<file path="src/rtl/riscv_trap_ctrl.sv">
// Retire-stage trap controller: prioritises exceptions, interrupts and MRET,
// issues a redirect with req/ack, then strobes the mcause/mepc/mtval update.
module riscv_trap_ctrl #(
    parameter int XLEN         = 32,
    parameter bit HAS_VECTORED = 1'b1
) (
    input  logic            clk,
    input  logic            rst,
    input  logic            ex_valid_i,
    input  logic [15:0]     ex_exc_i,
    input  logic [XLEN-1:0] ex_pc_i,
    input  logic [XLEN-1:0] ex_tval_i,
    input  logic            mret_i,
    input  logic [11:0]     mip_i,
    input  logic [11:0]     mie_i,
    input  logic            mstatus_mie_i,
    input  logic [1:0]      prv_i,
    input  logic [XLEN-1:0] mtvec_i,
    input  logic [XLEN-1:0] mepc_i,
    input  logic            trap_ack_i,
    output logic            trap_req_o,
    output logic [XLEN-1:0] trap_pc_o,
    output logic            is_mret_o,
    output logic            stall_o,
    output logic            csr_we_o,
    output logic [XLEN-1:0] mcause_o,
    output logic [XLEN-1:0] mepc_o,
    output logic [XLEN-1:0] mtval_o
);

    localparam logic [1:0]  PRV_M    = 2'b11;
    localparam logic [11:0] IRQ_MASK = 12'hBBB;

    typedef enum logic [1:0] {
        IDLE   = 2'd0,
        REQ    = 2'd1,
        COMMIT = 2'd2
    } state_t;

    state_t          r_state;
    logic            r_trapReq;
    logic [XLEN-1:0] r_trapPc;
    logic            r_isMret;
    logic            r_stall;
    logic            r_csrWe;
    logic [XLEN-1:0] r_mcause;
    logic [XLEN-1:0] r_mepc;
    logic [XLEN-1:0] r_mtval;

    logic            w_excValid;
    logic [3:0]      w_excCause;
    logic [11:0]     w_irqPend;
    logic            w_irqEn;
    logic [3:0]      w_irqCause;
    logic            w_takeExc;
    logic            w_takeIrq;
    logic            w_takeMret;
    logic [XLEN-1:0] w_trapBase;
    logic            w_vectored;
    logic [XLEN-1:0] w_excTval;
    logic            w_unused;

    // Fixed exception priority; reserved causes 10 and 14 never trap.
    always_comb begin
        w_excValid = 1'b1;
        w_excCause = 4'd0;
        if      (ex_exc_i[3])  w_excCause = 4'd3;
        else if (ex_exc_i[12]) w_excCause = 4'd12;
        else if (ex_exc_i[1])  w_excCause = 4'd1;
        else if (ex_exc_i[2])  w_excCause = 4'd2;
        else if (ex_exc_i[0])  w_excCause = 4'd0;
        else if (ex_exc_i[8])  w_excCause = 4'd8;
        else if (ex_exc_i[9])  w_excCause = 4'd9;
        else if (ex_exc_i[11]) w_excCause = 4'd11;
        else if (ex_exc_i[6])  w_excCause = 4'd6;
        else if (ex_exc_i[4])  w_excCause = 4'd4;
        else if (ex_exc_i[15]) w_excCause = 4'd15;
        else if (ex_exc_i[13]) w_excCause = 4'd13;
        else if (ex_exc_i[7])  w_excCause = 4'd7;
        else if (ex_exc_i[5])  w_excCause = 4'd5;
        else                   w_excValid = 1'b0;
    end

    assign w_irqPend = mip_i & mie_i & IRQ_MASK;
    assign w_irqEn   = (|w_irqPend) && ((prv_i != PRV_M) || mstatus_mie_i);

    always_comb begin
        w_irqCause = 4'd0;
        if      (w_irqPend[11]) w_irqCause = 4'd11;
        else if (w_irqPend[3])  w_irqCause = 4'd3;
        else if (w_irqPend[7])  w_irqCause = 4'd7;
        else if (w_irqPend[9])  w_irqCause = 4'd9;
        else if (w_irqPend[1])  w_irqCause = 4'd1;
        else if (w_irqPend[5])  w_irqCause = 4'd5;
        else if (w_irqPend[8])  w_irqCause = 4'd8;
        else if (w_irqPend[0])  w_irqCause = 4'd0;
        else if (w_irqPend[4])  w_irqCause = 4'd4;
        else                    w_irqCause = 4'd0;
    end

    always_comb begin
        w_excTval = ex_tval_i;
        case (w_excCause)
            4'd3:                w_excTval = ex_pc_i;
            4'd8, 4'd9, 4'd11:   w_excTval = '0;
            default:             w_excTval = ex_tval_i;
        endcase
    end

    assign w_takeExc  = ex_valid_i && w_excValid;
    assign w_takeIrq  = ex_valid_i && !w_excValid && w_irqEn;
    assign w_takeMret = ex_valid_i && !w_excValid && !w_irqEn && mret_i;

    assign w_trapBase = {mtvec_i[XLEN-1:2], 2'b00};
    assign w_vectored = HAS_VECTORED && (mtvec_i[1:0] == 2'b01);

    assign w_unused = ^{ex_exc_i[14], ex_exc_i[10], mip_i[10], mip_i[6], mip_i[2],
                        mie_i[10], mie_i[6], mie_i[2]};

    // Everything the core and CSR file see is registered here so it stays
    // stable for the whole handshake regardless of retire-stage inputs.
    always_ff @(posedge clk) begin
        if (rst) begin
            r_state   <= IDLE;
            r_trapReq <= 1'b0;
            r_trapPc  <= '0;
            r_isMret  <= 1'b0;
            r_stall   <= 1'b0;
            r_csrWe   <= 1'b0;
            r_mcause  <= '0;
            r_mepc    <= '0;
            r_mtval   <= '0;
        end else begin
            case (r_state)
                IDLE: begin
                    r_csrWe <= 1'b0;
                    if (w_takeExc || w_takeIrq) begin
                        r_state   <= REQ;
                        r_trapReq <= 1'b1;
                        r_stall   <= 1'b1;
                        r_isMret  <= 1'b0;
                        r_mepc    <= {ex_pc_i[XLEN-1:2], 2'b00};
                        if (w_takeExc) begin
                            r_trapPc <= w_trapBase;
                            r_mcause <= {1'b0, {(XLEN-5){1'b0}}, w_excCause};
                            r_mtval  <= w_excTval;
                        end else begin
                            r_trapPc <= w_vectored ? (w_trapBase + XLEN'({w_irqCause, 2'b00}))
                                                   : w_trapBase;
                            r_mcause <= {1'b1, {(XLEN-5){1'b0}}, w_irqCause};
                            r_mtval  <= '0;
                        end
                    end else if (w_takeMret) begin
                        r_state   <= REQ;
                        r_trapReq <= 1'b1;
                        r_stall   <= 1'b1;
                        r_isMret  <= 1'b1;
                        r_trapPc  <= mepc_i;
                    end
                end
                REQ: begin
                    if (trap_ack_i) begin
                        r_trapReq <= 1'b0;
                        if (r_isMret) begin
                            r_state <= IDLE;
                            r_stall <= 1'b0;
                        end else begin
                            r_state <= COMMIT;
                            r_csrWe <= 1'b1;
                        end
                    end
                end
                COMMIT: begin
                    r_state <= IDLE;
                    r_csrWe <= 1'b0;
                    r_stall <= 1'b0;
                end
                default: begin
                    r_state   <= IDLE;
                    r_trapReq <= 1'b0;
                    r_csrWe   <= 1'b0;
                    r_stall   <= 1'b0;
                end
            endcase
        end
    end

    assign trap_req_o = r_trapReq;
    assign trap_pc_o  = r_trapPc;
    assign is_mret_o  = r_isMret;
    assign stall_o    = r_stall;
    assign csr_we_o   = r_csrWe;
    assign mcause_o   = r_mcause;
    assign mepc_o     = r_mepc;
    assign mtval_o    = r_mtval;

endmodule

</file>
<file path="config.mk">
export PLATFORM = sky130hd
export DESIGN_NAME = riscv_trap_ctrl
export DESIGN_NICKNAME = d
export VERILOG_FILES = /design/src/rtl/riscv_trap_ctrl.sv
export SDC_FILE = /design/constraint.sdc
export NUM_CORES = 1
export LEC_CHECK = 0
export ABC_AREA = 1
export BUFFER_PORTS_ARGS = -buffer_cell sky130_fd_sc_hd__buf_2
export CORE_MARGIN = 5
export CORE_UTILIZATION = 47
export CTS_CLUSTER_SIZE = 25
export DETAILED_ROUTE_END_ITERATION = 6
export PLACE_DENSITY = 0.87
export SLEW_MARGIN = 20
export SYNTH_ARGS = -nofsm -noshare
export SYNTH_HDL_FRONTEND = slang
export SYNTH_SLANG_ARGS = --single-unit
</file>
<file path="constraint.sdc">
create_clock -name clk -period 2.9 [get_ports clk]
set_clock_uncertainty 0.2 [all_clocks]
set_input_delay 0.435 -clock clk [delete_from_list [all_inputs] [get_ports clk]]
set_output_delay 0.435 -clock clk [all_outputs]
set_load 0.005 [all_outputs]
</file>
After elaboration in Yosys (flattened, before gate mapping)

Cells that the tools add are included.

Register bits: 132
Bits of input ports: 176
Output and inout bits: 132
Logic and storage cells: 103

Add/sub/neg operators: 1
Equal/unequal tests: 11
Muxes and demuxes: 57
Bitwise operators: 4
Reductions and logical operators: 21

Operators with widths:

| cell                 | number |
|---|---|
| $mux W32             | 6 |
| $mux W4              | 19 |
| $pmux W32 S2         | 1 |
| $add A32 B6 Y32      | 1 |
| $mux W1              | 20 |
| $and A12 B12 Y12     | 1 |
| $eq A4 B4 Y1 const B | 3 |
| $mux W3              | 4 |
| $reduce_or A9 Y1     | 1 |
| $mux W2              | 4 |
| $reduce_and A2 Y1    | 4 |
| $logic_and A1 B1 Y1  | 6 |
| $ne A2 B2 Y1 const B | 3 |
| $reduce_and A3 Y1    | 2 |
| $eq A2 B1 Y1 const B | 2 |
| $eq A4 B2 Y1 const B | 1 |
| $pmux W2 S2          | 1 |
| $ne A3 B3 Y1 const B | 1 |
| $not A1 Y1           | 3 |
| $pmux W1 S3          | 1 |
| $reduce_or A3 Y1     | 1 |
| $eq A2 B2 Y1 const B | 1 |
| $logic_not A1 Y1     | 2 |
| $logic_not A2 Y1     | 1 |
| other kinds (4)      | 5 |

Longest topological paths before layout

Depth after elaboration: 21
Mapped depth: 20
Gate-level depth less buffers: 20

Worst setup path after synthesis

Ideal clock, no wire load.

Path type: input to register
Start point: input mip_i[3]
End point: register r_trapPc[16], in the netlist trap_pc_o[16]
Setup time: 0.128 ns
Arrival: 2.321 ns
Required time: 2.572 ns
Setup slack: 0.252 ns
Stages: 18
Path buffers: 0
Path through: nand2_1 -> nand3_1 -> nor2_1 -> inv_1 -> ha_1 -> inv_1 -> fa_1 -> inv_1 -> nand3_1 -> nand2_1 -> nand3_1 -> inv_1 -> nand2_1 -> nor2_1 -> xnor2_1 -> nor2_1 -> nor2_1 -> nor2_1

Cells in the longest elaborated chain, start to end: 8
Elaborated cells between the ends (all ways): 16
Those cells by class: add/sub: 1; mux: 5; bitwise: 1; reduce/logical: 9

Ends and longest elaborated chain:

| element                                                 | RTL line | source |
|---|---|---|
| start: declaration                                      | 14       | `input logic [11:0] mip_i,` |
| $and A12 B12 Y12 (*)                                    | 84       | `assign w_irqPend = mip_i & mie_i & IRQ_MASK;` |
| branches (longest 7 deep; another with $add A32 B6 Y32) | -        |  |
| end signal: assignment                                  | 144      | `r_trapPc <= w_trapBase;` |
| end signal: assignment                                  | 148      | `r_trapPc <= w_vectored ? (w_trapBase + XLEN'({w_irqCause, 2'b00}))` |
| end signal: assignment                                  | 158      | `r_trapPc <= mepc_i;` |
| end: declaration                                        | 42       | `logic [XLEN-1:0] r_trapPc;` |

Mark *: on every way between the ends.
A chain may end at the register's enable or synchronous reset.

Worst setup path in the final report

Start point: input mie_i[3]
End point: register r_trapPc[16], in the netlist trap_pc_o[16]

Cells in the longest elaborated chain, start to end: 8
Elaborated cells between the ends (all ways): 16
Those cells by class: add/sub: 1; mux: 5; bitwise: 1; reduce/logical: 9

Ends and longest elaborated chain:

| element                                                 | RTL line | source |
|---|---|---|
| start: declaration                                      | 15       | `input logic [11:0] mie_i,` |
| $and A12 B12 Y12 (*)                                    | 84       |  |
| branches (longest 7 deep; another with $add A32 B6 Y32) | -        |  |

Marks and branches as above.

==> metrics <==
clk buf depth 2; wire length per cell between 15 and 20 microns; YS warnings 0; RSZ-0062 raised after global routing true; Max-slew headroom 39.8%; GPL Wtd Cong 0.931; I/O Buffers 270; via count 7334; clk slew on worst S/H paths 70 ps; synth cell count leaders nand2_1, dfxtp_1, nor2_1, nand3_1, a21oi_1; # H-tree levels 3; critical path type primary input to register; antenna viol nets, final 0; Fillers 1223; Seq/Total Area, Yosys 33.2%; ys async rst share 0%; DRT Pass-1 Iters 5; top-area cell type share of the netlist area around a third; detailed placement HPWL 16300 microns; synth unique cells 44; CP dominant cell by count nor2_1; cts bufs inserted 9; Mapped Cells 982; overall power roughly 0.004 W; DR iter-0 viols between 400 and 500; number of max-cap violations 0; CTS sink count ~110; Final Hold Viols 0; CTS tree yes; Top Usage Layer GRT met2; worst endpoint required time 2910 ps; CP Launch Type primary input; final slew viol count 0; Mapped Area 6330 sq um; hold-fix buffer count after cts 0; family with the most delay on the worst path simple AND/OR/NAND/NOR gates; initial antenna violation count 1; crit path cell chain buf_2, nand2_1, nand3_1, nor2_1, inv_1, ha_1, inv_1, fa_1, inv_1, nand3_1, nand2_1, nand3_1, inv_1, nand2_1, nor2_1, xnor2_1, nor2_1, nor2_1, nor2_1; dominant cells by area after synthesis dfxtp_1, nand2_1, nand3_1; worst-path maximum fanout 4; met2 usage 44.3%; Final Setup Violations 0; CP max stage delay 380 ps; worst endpoint data arrival time between 2000 and 3000 ps; Worst IR Drop VDD between 400 and 500 uV; PD cells 506 nW/um^2; Remaining DRCs 0; ant diodes 0; Die Span Y 126 microns; number of global-route vias before repair slightly below 7000; reg-to-reg slack, setup about 640 ps; global-route wire length before repair ~34000 microns; Period minus WS final 2650 ps; number of vias per cell 5.21; number of synthesized flops with an enable pin 0; Die X 126 microns; Post-CTS Setup Bufs 0; number of synthesized register bits 105; fin nets 1409; met1 GRT Util between 20% and 30%; setup ws final 253 ps; Global Route Usage Sum roughly a quarter; Synth area leader dfxtp_1; Initial Util 47.8%; met3 Use GR 7.49%; row count 42; Critical Path Sink Type register; layout cell share with drive strength beyond 1 between 20% and 30%; final period utilization 91.3%; die area 15900 sq um; status completed; Mean Syn Cell Area 6.44 sq um; Worst path slowest cell fa_1; leakage just over 4 nW; clk_lat worst skew 340 ps; # IOs 308; pre-CTS setup slack -105 ps; Crit path buffers/inverters 5; Worst-Margin Slew 900 ps; fmax 378 MHz; largest net degree at the start of global routing between 70 and 80; GRT overflow 0; Post-synth top flop dfxtp_1; Root Buffer clkbuf_16; final WL 21600 microns; CORE AREA between 10000 and 15000 sq um; Layout area overhead 25.5%; CTS resizes 0; most numerous cell in the Yosys netlist nand2_1; Hold Path Class primary input to register
[state kept, by name, summed over array words and instances, names as in the netlist]
signal and flops:
csr_we_o 1, is_mret_o 1, mcause_o 5, mepc_o 30, mtval_o 32, r_state 2, stall_o 1, trap_pc_o 32
trap_req_o 1
[report_power, final]
part           switching [W]  total [W]  internal [W]
combinational       0.000688    0.00113      0.000438
sequential         0.0000804    0.00168       0.00160
clock               0.000568    0.00121      0.000644
[logic make-up (layout without fill, tap and decap cells)]
| group | after synthesis | after routing | synth area share, % |
|---|---|---|---|
| other | 1 | 29 | 0.0593 |
| AND/OR/NAND/NOR | 554 | 554 | 39.3 |
| adder cells (fa/ha/maj) | 5 | 5 | 1.11 |
| AO/OA/AOI/OAI | 150 | 150 | 12.6 |
| buffers and inverters | 161 | 384 | 12.9 |
| XOR/XNOR | 6 | 6 | 0.830 |
| flip-flops | 105 | 105 | 33.2 |
[final timing paths]
path,from,end,cells past startpoint
min reg2reg,stall_o$_SDFFE_PP0P_,stall_o$_SDFFE_PP0P_,2
min,ex_pc_i[8],mepc_o[8]$_SDFFE_PP0P_,3
max,mie_i[3],trap_pc_o[16]$_SDFFE_PP0P_,19
max reg2reg,r_state[1]$_SDFFE_PP0P_,mtval_o[0]$_SDFFE_PP0P_,5
[cells in the final DEF, fill, tap and decap left out, drive strengths merged]
cell      count
clkinv        1
o21bai        3
clkbuf       11
inv          82
fa            1
buf         289
o21a          4
o211ai        2
nor4          1
nor3         11
ha            4
dfxtp       105
a32o          1
o21ai        53
a31oi         4
nand3b       32
a22oi         1
a32oi         1
nor3b         2
a21oi        79
xnor2         2
or2           2
nand4        16
nand2       297
nand3        89
conb         29
clkinvlp      1
nor2        104
a21boi        1
a211oi        1
xor2          4
[metrics by stage]
step / cells / cell area, sq um / TNS, ps / hold WS (ps) / util, %
2_1_floorplan: 1010 / 6430 / 0 / 255 / -
4_1_cts: 1409 / 7940 / 0 / 119 / 60.0
3_3_place_gp: 1393 / 7640 / -9.30 / 247 / 57.7
5_1_grt: 1409 / 7940 / -24.9 / 142 / 60.0
3_5_place_dp: 1393 / 7640 / -511 / 252 / 57.7
6_report: 1409 / 7940 / 0 / 141 / 60.0
[worst min-delay path, stage by stage]
cell     delay, ps
buf_2           70
inv_1           40
a21oi_1        100
[area by class of cell]
class	count	area, sq um	share of cell area [%]
Timing Repair Buffer	289	1510	19.0
Multi-Input combinational cell	744	3510	44.3
Sequential cell	105	2100	26.5
Inverter	79	302	3.80
Clock inverter	5	45.0	0.567
Clock buffer	11	253	3.18
Tap cell	176	220	2.77
[metal layers]
metal | up-vias | routed length (microns)
met2 | 380 | 10300
met5 | - | 7
met4 | 2 | 1130
met3 | 69 | 2250
met1 | 3275 | 7910
li1 | 3608 | -
Note: power is estimated with default switching activity, not from simulation.
